File: src/rtl/ps2_pkg.sv
// Shared constants, FSM encoding and event helpers for the PS/2 key sequencer.
// Events are packed as {ext, brk, code[7:0]}.
package ps2_pkg;

  localparam logic [7:0] PS2_EXT    = 8'hE0;
  localparam logic [7:0] PS2_BRK    = 8'hF0;
  localparam logic [7:0] PS2_BAT    = 8'hAA;
  localparam logic [7:0] PS2_ACK    = 8'hFA;
  localparam logic [7:0] PS2_ECHO   = 8'hEE;
  localparam logic [7:0] PS2_RESEND = 8'hFE;
  localparam logic [7:0] PS2_PAUSE  = 8'hE1;
  localparam logic [7:0] PS2_ERR0   = 8'h00;
  localparam logic [7:0] PS2_ERR1   = 8'hFF;

  localparam int EVT_W       = 10;
  localparam int EVT_EXT_BIT = 9;
  localparam int EVT_BRK_BIT = 8;
  localparam int EVT_CODE_LO = 0;

  typedef enum logic [1:0] {
    ST_IDLE    = 2'd0,
    ST_EXT     = 2'd1,
    ST_BRK     = 2'd2,
    ST_EXT_BRK = 2'd3
  } ps2_state_t;

  function automatic logic ps2_is_prefix(input logic [7:0] b);
    return (b == PS2_EXT) || (b == PS2_BRK);
  endfunction

  // Keyboard status/handshake bytes that never represent a key.
  function automatic logic ps2_is_housekeeping(input logic [7:0] b);
    return (b == PS2_BAT) || (b == PS2_ACK) || (b == PS2_ECHO) ||
           (b == PS2_RESEND) || (b == PS2_PAUSE) ||
           (b == PS2_ERR0) || (b == PS2_ERR1);
  endfunction

  function automatic logic [EVT_W-1:0] ps2_make_evt(input logic ext, input logic brk,
                                                    input logic [7:0] code);
    logic [EVT_W-1:0] e;
    e = {EVT_W{1'b0}};
    e[EVT_EXT_BIT] = ext;
    e[EVT_BRK_BIT] = brk;
    e[EVT_CODE_LO +: 8] = code;
    return e;
  endfunction

endpackage

File: src/rtl/ps2_key_sequencer_if.sv
// Byte-receiver / CPU-side signal bundle of the key sequencer.
// The master side is the environment, the slave side is the sequencer.
interface ps2_key_sequencer_if #(
  parameter int DEPTH = 4
) ();
  logic                   rx_valid;
  logic [7:0]             rx_data;
  logic                   rx_err;
  logic                   evt_rd;
  logic                   evt_valid;
  logic [9:0]             evt_data;
  logic [$clog2(DEPTH):0] evt_count;
  logic                   overflow;
  logic                   ovf_clr;

  modport master (
    output rx_valid, rx_data, rx_err, evt_rd, ovf_clr,
    input  evt_valid, evt_data, evt_count, overflow
  );

  modport slave (
    input  rx_valid, rx_data, rx_err, evt_rd, ovf_clr,
    output evt_valid, evt_data, evt_count, overflow
  );
endinterface

File: src/rtl/ps2_evt_fifo.sv
// Show-ahead event FIFO with registered head, valid and count.
// The head register is loaded with next-cycle contents so outputs never glitch.
module ps2_evt_fifo #(
  parameter int DEPTH = 4,
  parameter int WIDTH = 10
) (
  input  logic                     clk,
  input  logic                     rst,
  input  logic                     push,
  input  logic [WIDTH-1:0]         push_data,
  input  logic                     pop,
  output logic [WIDTH-1:0]         head,
  output logic                     valid,
  output logic [$clog2(DEPTH):0]   count,
  output logic                     dropped
);

  localparam int AW = $clog2(DEPTH);
  localparam int CW = AW + 1;

  logic [WIDTH-1:0] mem_r [DEPTH];
  logic [AW-1:0]    rd_ptr_r;
  logic [AW-1:0]    wr_ptr_r;
  logic [CW-1:0]    count_r;
  logic             valid_r;
  logic [WIDTH-1:0] head_r;

  logic             pop_s;
  logic             full_s;
  logic             push_s;
  logic [AW-1:0]    rd_next_s;
  logic [CW-1:0]    count_next_s;
  logic [WIDTH-1:0] head_next_s;

  // Accept/drop decisions and the next-cycle pointer, count and head.
  always_comb begin
    pop_s     = pop && (count_r != {CW{1'b0}});
    full_s    = (count_r == CW'(DEPTH));
    push_s    = push && (!full_s || pop_s);
    dropped   = push && !push_s;
    rd_next_s = pop_s ? (rd_ptr_r + {{(AW-1){1'b0}}, 1'b1}) : rd_ptr_r;
    case ({push_s, pop_s})
      2'b10:   count_next_s = count_r + {{(CW-1){1'b0}}, 1'b1};
      2'b01:   count_next_s = count_r - {{(CW-1){1'b0}}, 1'b1};
      default: count_next_s = count_r;
    endcase
    // A push landing in the slot that becomes head must bypass the array.
    if (count_next_s == {CW{1'b0}}) begin
      head_next_s = {WIDTH{1'b0}};
    end else if (push_s && (wr_ptr_r == rd_next_s)) begin
      head_next_s = push_data;
    end else begin
      head_next_s = mem_r[rd_next_s];
    end
  end

  // Storage array write port.
  always_ff @(posedge clk) begin
    if (push_s) begin
      mem_r[wr_ptr_r] <= push_data;
    end
  end

  // Pointers, occupancy and registered show-ahead outputs.
  always_ff @(posedge clk) begin
    if (rst) begin
      rd_ptr_r <= {AW{1'b0}};
      wr_ptr_r <= {AW{1'b0}};
      count_r  <= {CW{1'b0}};
      valid_r  <= 1'b0;
      head_r   <= {WIDTH{1'b0}};
    end else begin
      if (push_s) begin
        wr_ptr_r <= wr_ptr_r + {{(AW-1){1'b0}}, 1'b1};
      end
      rd_ptr_r <= rd_next_s;
      count_r  <= count_next_s;
      valid_r  <= (count_next_s != {CW{1'b0}});
      head_r   <= head_next_s;
    end
  end

  assign head  = head_r;
  assign valid = valid_r;
  assign count = count_r;

endmodule

File: src/rtl/ps2_key_sequencer.sv
// Folds PS/2 E0/F0 prefixes into single key events and queues them for the CPU.
// Holds the prefix FSM, the stale-prefix timeout and the sticky overflow flag.
module ps2_key_sequencer
  import ps2_pkg::*;
#(
  parameter int DEPTH       = 4,
  parameter int TIMEOUT_CYC = 100000
) (
  input  logic               clk,
  input  logic               rst,
  ps2_key_sequencer_if.slave bus
);

  localparam int TW = $clog2(TIMEOUT_CYC);
  localparam logic [TW-1:0] TMO_LAST = TW'(TIMEOUT_CYC - 1);

  ps2_state_t        state_r;
  logic [TW-1:0]     tmo_cnt_r;
  logic              overflow_r;

  logic              rx_ok_s;
  logic              push_s;
  logic              ext_s;
  logic              brk_s;
  logic [EVT_W-1:0]  push_data_s;
  logic              dropped_s;
  logic [EVT_W-1:0]  head_s;
  logic              valid_s;
  logic [$clog2(DEPTH):0] count_s;

  // Decide whether the current byte completes an event and how it is flagged.
  always_comb begin
    rx_ok_s = bus.rx_valid && !bus.rx_err;
    push_s  = 1'b0;
    ext_s   = 1'b0;
    brk_s   = 1'b0;
    if (rx_ok_s) begin
      case (state_r)
        ST_IDLE: begin
          push_s = !ps2_is_prefix(bus.rx_data) && !ps2_is_housekeeping(bus.rx_data);
        end
        ST_EXT: begin
          push_s = !ps2_is_prefix(bus.rx_data);
          ext_s  = 1'b1;
        end
        ST_BRK: begin
          push_s = !ps2_is_prefix(bus.rx_data);
          brk_s  = 1'b1;
        end
        ST_EXT_BRK: begin
          push_s = !ps2_is_prefix(bus.rx_data);
          ext_s  = 1'b1;
          brk_s  = 1'b1;
        end
        default: begin
          push_s = 1'b0;
        end
      endcase
    end else begin
      push_s = 1'b0;
    end
    push_data_s = ps2_make_evt(ext_s, brk_s, bus.rx_data);
  end

  // Prefix FSM and timeout; any received byte restarts the timeout window.
  always_ff @(posedge clk) begin
    if (rst) begin
      state_r   <= ST_IDLE;
      tmo_cnt_r <= {TW{1'b0}};
    end else if (bus.rx_valid) begin
      tmo_cnt_r <= {TW{1'b0}};
      if (bus.rx_err) begin
        state_r <= ST_IDLE;
      end else begin
        case (state_r)
          ST_IDLE: begin
            if (bus.rx_data == PS2_EXT) begin
              state_r <= ST_EXT;
            end else if (bus.rx_data == PS2_BRK) begin
              state_r <= ST_BRK;
            end else begin
              state_r <= ST_IDLE;
            end
          end
          ST_EXT: begin
            if (bus.rx_data == PS2_BRK) begin
              state_r <= ST_EXT_BRK;
            end else if (bus.rx_data == PS2_EXT) begin
              state_r <= ST_EXT;
            end else begin
              state_r <= ST_IDLE;
            end
          end
          ST_BRK:     state_r <= ST_IDLE;
          ST_EXT_BRK: state_r <= ST_IDLE;
          default:    state_r <= ST_IDLE;
        endcase
      end
    end else if (state_r != ST_IDLE) begin
      if (tmo_cnt_r == TMO_LAST) begin
        state_r   <= ST_IDLE;
        tmo_cnt_r <= {TW{1'b0}};
      end else begin
        tmo_cnt_r <= tmo_cnt_r + {{(TW-1){1'b0}}, 1'b1};
      end
    end else begin
      tmo_cnt_r <= {TW{1'b0}};
    end
  end

  // Sticky overflow; a fresh drop wins over a simultaneous clear.
  always_ff @(posedge clk) begin
    if (rst) begin
      overflow_r <= 1'b0;
    end else if (dropped_s) begin
      overflow_r <= 1'b1;
    end else if (bus.ovf_clr) begin
      overflow_r <= 1'b0;
    end
  end

  ps2_evt_fifo #(
    .DEPTH (DEPTH),
    .WIDTH (EVT_W)
  ) u_fifo (
    .clk       (clk),
    .rst       (rst),
    .push      (push_s),
    .push_data (push_data_s),
    .pop       (bus.evt_rd),
    .head      (head_s),
    .valid     (valid_s),
    .count     (count_s),
    .dropped   (dropped_s)
  );

  assign bus.evt_valid = valid_s;
  assign bus.evt_data  = head_s;
  assign bus.evt_count = count_s;
  assign bus.overflow  = overflow_r;

endmodule
File: src/flat_wrapper.sv
// flat-port wrapper written by rule: the top's interface ports become plain ports
module ps2_key_sequencer_flat import ps2_pkg::*;
#(
  parameter int DEPTH       = 4,
  parameter int TIMEOUT_CYC = 100000
)
  (clk, rst, bus_rx_valid, bus_rx_data, bus_rx_err, bus_evt_rd, bus_ovf_clr, bus_evt_valid, bus_evt_data, bus_evt_count, bus_overflow);
  ps2_key_sequencer_if #(.DEPTH(DEPTH)) bus_i ();
  input  logic clk;
  input  logic rst;
  input wire logic [$bits(bus_i.rx_valid)-1:0] bus_rx_valid;
  input wire logic [$bits(bus_i.rx_data)-1:0] bus_rx_data;
  input wire logic [$bits(bus_i.rx_err)-1:0] bus_rx_err;
  input wire logic [$bits(bus_i.evt_rd)-1:0] bus_evt_rd;
  input wire logic [$bits(bus_i.ovf_clr)-1:0] bus_ovf_clr;
  output wire logic [$bits(bus_i.evt_valid)-1:0] bus_evt_valid;
  output wire logic [$bits(bus_i.evt_data)-1:0] bus_evt_data;
  output wire logic [$bits(bus_i.evt_count)-1:0] bus_evt_count;
  output wire logic [$bits(bus_i.overflow)-1:0] bus_overflow;
  assign bus_i.rx_valid = bus_rx_valid;
  assign bus_i.rx_data = bus_rx_data;
  assign bus_i.rx_err = bus_rx_err;
  assign bus_i.evt_rd = bus_evt_rd;
  assign bus_i.ovf_clr = bus_ovf_clr;
  assign bus_evt_valid = bus_i.evt_valid;
  assign bus_evt_data = bus_i.evt_data;
  assign bus_evt_count = bus_i.evt_count;
  assign bus_overflow = bus_i.overflow;
  ps2_key_sequencer #(.DEPTH(DEPTH), .TIMEOUT_CYC(TIMEOUT_CYC)) u_core (.clk(clk), .rst(rst), .bus(bus_i));
endmodule
File: config.mk
export PLATFORM = sky130hd
export DESIGN_NAME = ps2_key_sequencer_flat
export DESIGN_NICKNAME = d
export VERILOG_FILES = /design/src/rtl/ps2_pkg.sv /design/src/rtl/ps2_key_sequencer_if.sv /design/src/rtl/ps2_evt_fifo.sv /design/src/rtl/ps2_key_sequencer.sv /design/src/flat_wrapper.sv
export SDC_FILE = /design/constraint.sdc
export NUM_CORES = 1
export LEC_CHECK = 0
export BUFFER_PORTS_ARGS = -buffer_cell sky130_fd_sc_hd__buf_4
export CAP_MARGIN = 15
export CORE_UTILIZATION = 45
export DETAILED_ROUTE_END_ITERATION = 10
export HOLD_SLACK_MARGIN = 0.05
export PLACE_DENSITY = 0.6
export SYNTH_ARGS = -nofsm -noshare
export SYNTH_HDL_FRONTEND = slang
export SYNTH_SLANG_ARGS = --single-unit
File: constraint.sdc
create_clock -name clk -period 3.9 [get_ports clk]
set_clock_uncertainty 0.2 [all_clocks]
set_input_delay 0.78 -clock clk [delete_from_list [all_inputs] [get_ports clk]]
set_output_delay 0.78 -clock clk [all_outputs]
set_load 0.02 [all_outputs]
# Word level (Yosys, flattened, before mapping)
# Memories as Yosys holds them, arrays and structs flattened. A register that Yosys moved wholly into a read port is not among the register bits.
# Index checks and enable logic that the tools add are counted.
word_totals:
  register_bits: 28
  mem_bits_rw: 40
  in_bits: 14
  output_inout_bits: 15
  word_cells: 83
  n_memories: 1
op_classes:
  n_addsub: 5
  eq_ne: 15
  n_mux: 21
  bitwise: 1
  n_reduce_logical: 33
memory_table:
  columns: ["memory", "depth", "width", "read_ports", "rd_ports_with_merged_regs", "write_ports", "line", "text"]
  rows:
  - ["u_core.u_fifo.mem_r", 4, 10, 1, 1, 1, "ps2_evt_fifo.sv:21", "logic [WIDTH-1:0] mem_r [DEPTH];"]
op_table:
  columns: ["op", "n"]
  rows:
  - ["== test 8 bit (second input constant)", 8]
  - ["adder 17 x 1 -> 17 bit (second input constant)", 1]
  - ["== test 17 bit (second input constant)", 1]
  - ["two-way mux 2 bit", 8]
  - ["two-way mux 1 bit", 10]
  - ["logical NOT 8 bit", 1]
  - ["logical OR 1 bit", 8]
  - ["nonzero test 2 bit", 4]
  - ["== test 2 bit (second input constant)", 3]
  - ["case mux 2 bit (3 select lines)", 1]
  - ["case mux 3 bit (2 select lines)", 1]
  - ["nonzero test 3 bit", 2]
  - ["OR reduction 2 bit", 3]
  - ["logical AND 1 bit", 5]
  - ["logical NOT 1 bit", 5]
  - ["adder 2 x 1 -> 2 bit (second input constant)", 2]
  - ["== test 2 x 1 -> 1 bit (second input constant)", 2]
  - ["OR reduction 4 bit", 1]
  - ["adder 3 x 1 -> 3 bit (second input constant)", 1]
  - ["== test 3 bit (second input constant)", 1]
  - ["logical NOT 3 bit", 1]
  - ["OR reduction 3 bit", 1]
  - ["subtractor 3 x 1 -> 3 bit (second input constant)", 1]
  - ["logical NOT 2 bit", 1]
  - ["other kinds (3)", 3]

# Logic depth before layout (Yosys ltp)
depth:
  depth_word: 16
  depth_mapped: 13
  mapped_depth_nobuf: 11

# Modules after synthesis
# From an unflattened synthesis, not the netlist that was laid out.
unflattened:
  cells_unflattened: 389
  hier_area_um2: 3981.3
by_module_without_submodules:
  columns: ["module", "instances", "cells_each", "area_each_um2", "seq_area_each_um2"]
  rows:
  - ["ps2_evt_fifo", 1, 267, 2970.3, 1561.5]
  - ["ps2_key_sequencer", 1, 122, 1011.0, 400.4]

# Least setup slack after synthesis
# OpenSTA, ideal clock, no wires.
synth_timing:
  kind: "in2reg"
  startpoint: "input port bus_rx_data[1]"
  endpoint: "register u_core.u_fifo.head_r[0], in the netlist u_core.u_fifo.head[0] (read register of u_core.u_fifo.mem_r)"
  setup_time_ns: 0.119
  arrival_time_ns: 3.325
  required_time_ns: 3.581
  slack_ns: 0.255
  cell_stages: 12
  n_path_buf: 1
  path_cell_list: "or4_4 > o22a_4 > o311ai_4 > nor2_4 > nor2_1 > fa_1 > nor2b_1 > nor3b_1 > nand3_1 > nand3_1 > buf_2 > a21oi_1"
synth_via:
  elab_chain_cells: 16
  word_cells_on_any_way: 27
  classes_between: "eq/ne (10); mux (3); reduce/logical (14)"
synth_rtl:
  columns: ["element", "line", "text"]
  rows:
  - ["start, declared", "flat_wrapper.sv:12", "input wire logic [$bits(bus_i.rx_data)-1:0] bus_rx_data;"]
  - ["== test 8 bit", "ps2_pkg.sv:33", "return (b == PS2_BAT) || (b == PS2_ACK) || (b == PS2_ECHO) ||"]
  - ["logical OR 1 bit (3 in a row)", "ps2_pkg.sv:33", null]
  - ["logical OR 1 bit (2 in a row)", "ps2_pkg.sv:34", "(b == PS2_RESEND) || (b == PS2_PAUSE) ||"]
  - ["logical OR 1 bit", "ps2_pkg.sv:35", "(b == PS2_ERR0) || (b == PS2_ERR1);"]
  - ["logical NOT 1 bit", "ps2_key_sequencer.sv:40", "push_s = !ps2_is_prefix(bus.rx_data) && !ps2_is_housekeeping(bus.rx_data);"]
  - ["logical AND 1 bit", "ps2_key_sequencer.sv:40", null]
  - ["case mux 1 bit (2 select lines) *", "ps2_key_sequencer.sv:38", "case (state_r)"]
  - ["two-way mux 1 bit *", "ps2_key_sequencer.sv:37", "if (rx_ok_s) begin"]
  - ["logical AND 1 bit *", "ps2_evt_fifo.sv:39", "push_s = push && (!full_s || pop_s);"]
  - ["== test 2 x 1 -> 1 bit / == test 2 bit (equally long branches)", "ps2_evt_fifo.sv:42", "case ({push_s, pop_s})"]
  - ["case mux 3 bit (2 select lines) *", "ps2_evt_fifo.sv:42", null]
  - ["logical NOT 3 bit *", "ps2_evt_fifo.sv:48", "if (count_next_s == {CW{1'b0}}) begin"]
  - ["OR reduction 2 bit (no source line) *", null, null]
  - ["end, declared", "ps2_evt_fifo.sv:26", "logic [WIDTH-1:0] head_r;"]
# Every way passes the cells marked *; elsewhere a longest branch is shown, timed or not.
# A chain may end at the register's enable or synchronous reset.

# Final worst setup path
layout_timing:
  startpoint: "input port bus_rx_data[3]"
  endpoint: "register u_core.u_fifo.head_r[0], in the netlist u_core.u_fifo.head[0] (read register of u_core.u_fifo.mem_r)"
# The elaborated chain is that of the path after synthesis.

==> qor.csv <==
stage,metric,value,unit
route,DR vias,2356,
placement,RD Place Congestion,0.772,
critical_path,Worst setup startpoint,bus_rx_data[3],
sta,crit path time final,3.47,ns
critical_path,slowest CP cell,or4_4,
flow_run,max-cap violation count,0,
critical_path,CP most frequent cell,nand3_1,
clock_network,CTS buffer count,9,
layout,layout cells sized above 1,17.5,%
sta,RSZ-0062 raised after global routing,no,
placement,dpl ws,0.111,ns
synthesis,syn nets,338,
grt,largest net degree at the start of global routing,21,
synthesis,Yosys cell types,50,
route,drt total wl,6980,microns
sta,count of final hold-check violations,0,
power,Flop pwr share,49.3,%
clock_network,CTS tree,built,
synthesis,Yosys warnings,0,
die,floorplan core area,0.00745,sq mm
sta,fmax,0.288,GHz
clock_network,CTS Root Cell,clkbuf_8,
synthesis,Post-Synthesis Cells,318,
clock_network,"Hold-fix buffers, CTS",0,
critical_path,crit start category,input pin,
layout,Nets,374,
grt,GRT Util Overall,18.3,%
synthesis,top_reg_cell synth,edfxtp_1,
power,Combinational Power Share,18.6,%
power,leak pwr,1.65,nW
placement,DP Wirelength,4610,microns
die,Starting Density,47.6,%
route,WL/cell,15.2,microns
critical_path,Setup crit end kind,flop,
synthesis,post-synthesis area per instance,11.1,sq um
synthesis,Synth Register Bits,78,
power,Cell Pwr Density,452,mW/mm^2
die,row count,31,
critical_path,buffers and inverters on the worst path,2,
sta,Final Max Tran Viols,0,
power,Switching Fraction,27.3,%
clock_network,clock tree buffer depth,2,
critical_path,CP cell instances,buf_4 > or4_4 > o22a_4 > o311ai_4 > nor2_4 > nor2_1 > fa_1 > nor2b_1 > nor3b_1 > nand3_1 > nand3_1 > buf_12 > a21oi_1,
power,Clk network pwr share,32.1,%
grt,first-pass GRT wire length,11600,microns
critical_path,Crit Path Max Fanout,11,
power,VDD IR max,0.198,mV
route,TritonRoute pass-1 iters,4,
die,overall die height,90.8,microns
synthesis,fraction of registers with async set/reset,0,%
critical_path,CP max stage delay,0.53,ns
hold_path,hold wc startpoint,u_core.tmo_cnt_r[0]$_SDFF_PP0_,
power,NetSw,0.508,mW
sta,Slew @ Worst Pin,0.635,ns
route,antenna-violating nets left,0,
die,Die ar.,0.00824,sq mm
layout,antenna cells,0,
clock_network,CTS resizes,0,
clock_network,Clock Latency Late Sink,0.34,ns
sta,fin worst setup slack,0.425,ns
sta,setup TNS,0,ns
clock_network,clk slew on worst S/H paths,0.07,ns
critical_path,critical path arrival,3.51,ns
power,Pint,1.35,mW
status,outcome,"finished, final reports clean",
die,I/O pin cnt,29,
placement,Port Buf Inserts,28,
route,drt via density,5.14,
critical_path,worst r2r src,u_core.state_r[0]$_SDFFE_PP0P_,
clock_network,Post-CTS Setup Bufs,0,
clock_network,TritonCTS Sinks,78,
sta,# setup viols final,0,
grt,vias in the first global route,2328,
sta,relative slew slack,57.5,%
synthesis,Synth Cell Area,0.00354,sq mm
synthesis,"Seq/Total Area, Yosys",55.3,%
critical_path,Worst EP required,3.93,ns
critical_path,flop2flop setup slack,1.10,ns
grt,gr ovfl total,0,
route,DRC viols,0,
die,Die Width,90.8,microns
grt,initial antenna violation count,0,
critical_path,WS Path Type,in -> reg,
route,initial drt markers,111,
critical_path,cell class contributing the biggest share of worst-path delay,simple AND/OR/NAND/NOR gates,
synthesis,Post-synth EDFFs,40,
hold_path,worst hold path class,reg -> reg,
sta,Tcrit/Tclk final,89.1,%
layout,P&R area growth vs syn,16.1,%
clock_network,H-tree levels,3,
cells in the mapped netlist, types with 2 or more instances:
cell	count	area share (%)
edfxtp_1	40	34
dfxtp_1	38	21
nor2_1	37	3.9
mux2i_1	31	8.8
nand3_1	24	3.4
a21oi_1	15	2.1
o21ai_0	15	2.1
xor2_1	12	3.0
xnor2_1	10	2.5
and2_1	9	1.6
nand2_1	9	0.95
clkbuf_1	8	0.85
and3_1	6	1.1
inv_1	6	0.64
ha_1	5	1.8
nand4_1	5	0.88
buf_2	4	0.56
nand2b_1	3	0.53
nor2b_1	3	0.53
buf_1	2	0.21
nor3_1	2	0.28
nor3b_1	2	0.42
nor4_1	2	0.35
o22ai_1	2	0.35
or3_1	2	0.35
or4_1	2	0.42
stage by stage:
stage / hold slack [ns] / power, mW / utilization (%) / area (sq um) / cells
floorplan: 0.218 / 1.17 / - / 3540 / 318
global placement: 0.240 / 1.28 / 52.7 / 3920 / 442
detailed placement: 0.237 / 1.28 / 52.7 / 3920 / 442
CTS: 0.255 / 1.88 / 55.3 / 4120 / 458
global route: 0.284 / 1.95 / 55.3 / 4120 / 458
finish: 0.255 / 1.86 / 55.3 / 4120 / 458
final cells by class:
class                           count  area [sq um]
Tap cell                           99           124
Timing Repair Buffer               40           313
Clock inverter                      4          47.5
Sequential cell                    78          1960
Fill cell                         678          3330
Multi-Input combinational cell    219          1500
Clock buffer                       12           145
Inverter                            6          22.5
sequential cells by signal, summed over array words and instances (netlist names):
register,count
u_core.u_fifo.mem_r,40
u_core.u_fifo.valid,1
u_core.u_fifo.rd_ptr_r,2
u_core.u_fifo.count,3
u_core.state_r,2
u_core.tmo_cnt_r,17
u_core.bus.overflow,1
u_core.u_fifo.wr_ptr_r,2
u_core.u_fifo.head,10
cell families after synthesis:
group                      after synthesis  synth area share (%)
buffers and inverters                   21                  2.47
AOI/OAI and AO/OA                       44                  8.22
DFF                                     78                  55.3
muxes                                   32                  9.07
adders and majority gates                6                  2.33
and+or+nand+nor                        115                  17.1
xor gates and xnor gates                22                  5.44
routing by layer:
metal / vias up / GRT usage [%] / share of wire [%]
li1: 1219 / - / -
met1: 1087 / 23.7 / 47
met2: 46 / 29.4 / 47
met3: 4 / 4.29 / 4.7
met4: 0 / 7.26 / 0.49
met5: - / 0 / 0
power groups by stage:
stage / clock network [mW] / logic (mW) / registers, mW
CTS: 0.614 / 0.348 / 0.916
floorplan: 0 / 0.218 / 0.948
global placement: 0 / 0.344 / 0.935
global route: 0.649 / 0.380 / 0.920
detailed placement: 0 / 0.346 / 0.935
finish: 0.597 / 0.346 / 0.916
cells in the final DEF, fill, tap and decap left out, types with 3 or more instances in the layout:
cell	instances
xor2_1	11
mux2i_1	31
a21oi_1	15
and2_1	9
nand3_1	24
nand2b_1	3
nor2_1	37
dfxtp_1	38
buf_4	39
clkbuf_8	10
o21ai_0	15
nor2b_1	3
nand4_1	5
nand2_1	9
ha_1	5
edfxtp_1	40
and3_1	6
xnor2_1	10
inv_1	6
worst paths after layout:
| kind | to | cells after the start |
|---|---|---|
| hold / removal | u_core.tmo_cnt_r[0]$_SDFF_PP0_ | 1 |
| setup / recovery | u_core.u_fifo.head[0]$_SDFF_PP0_ | 13 |
| hold reg to reg | u_core.tmo_cnt_r[0]$_SDFF_PP0_ | 1 |
| setup reg to reg | u_core.u_fifo.head[0]$_SDFF_PP0_ | 11 |
Power figures use the tool's default switching activity.
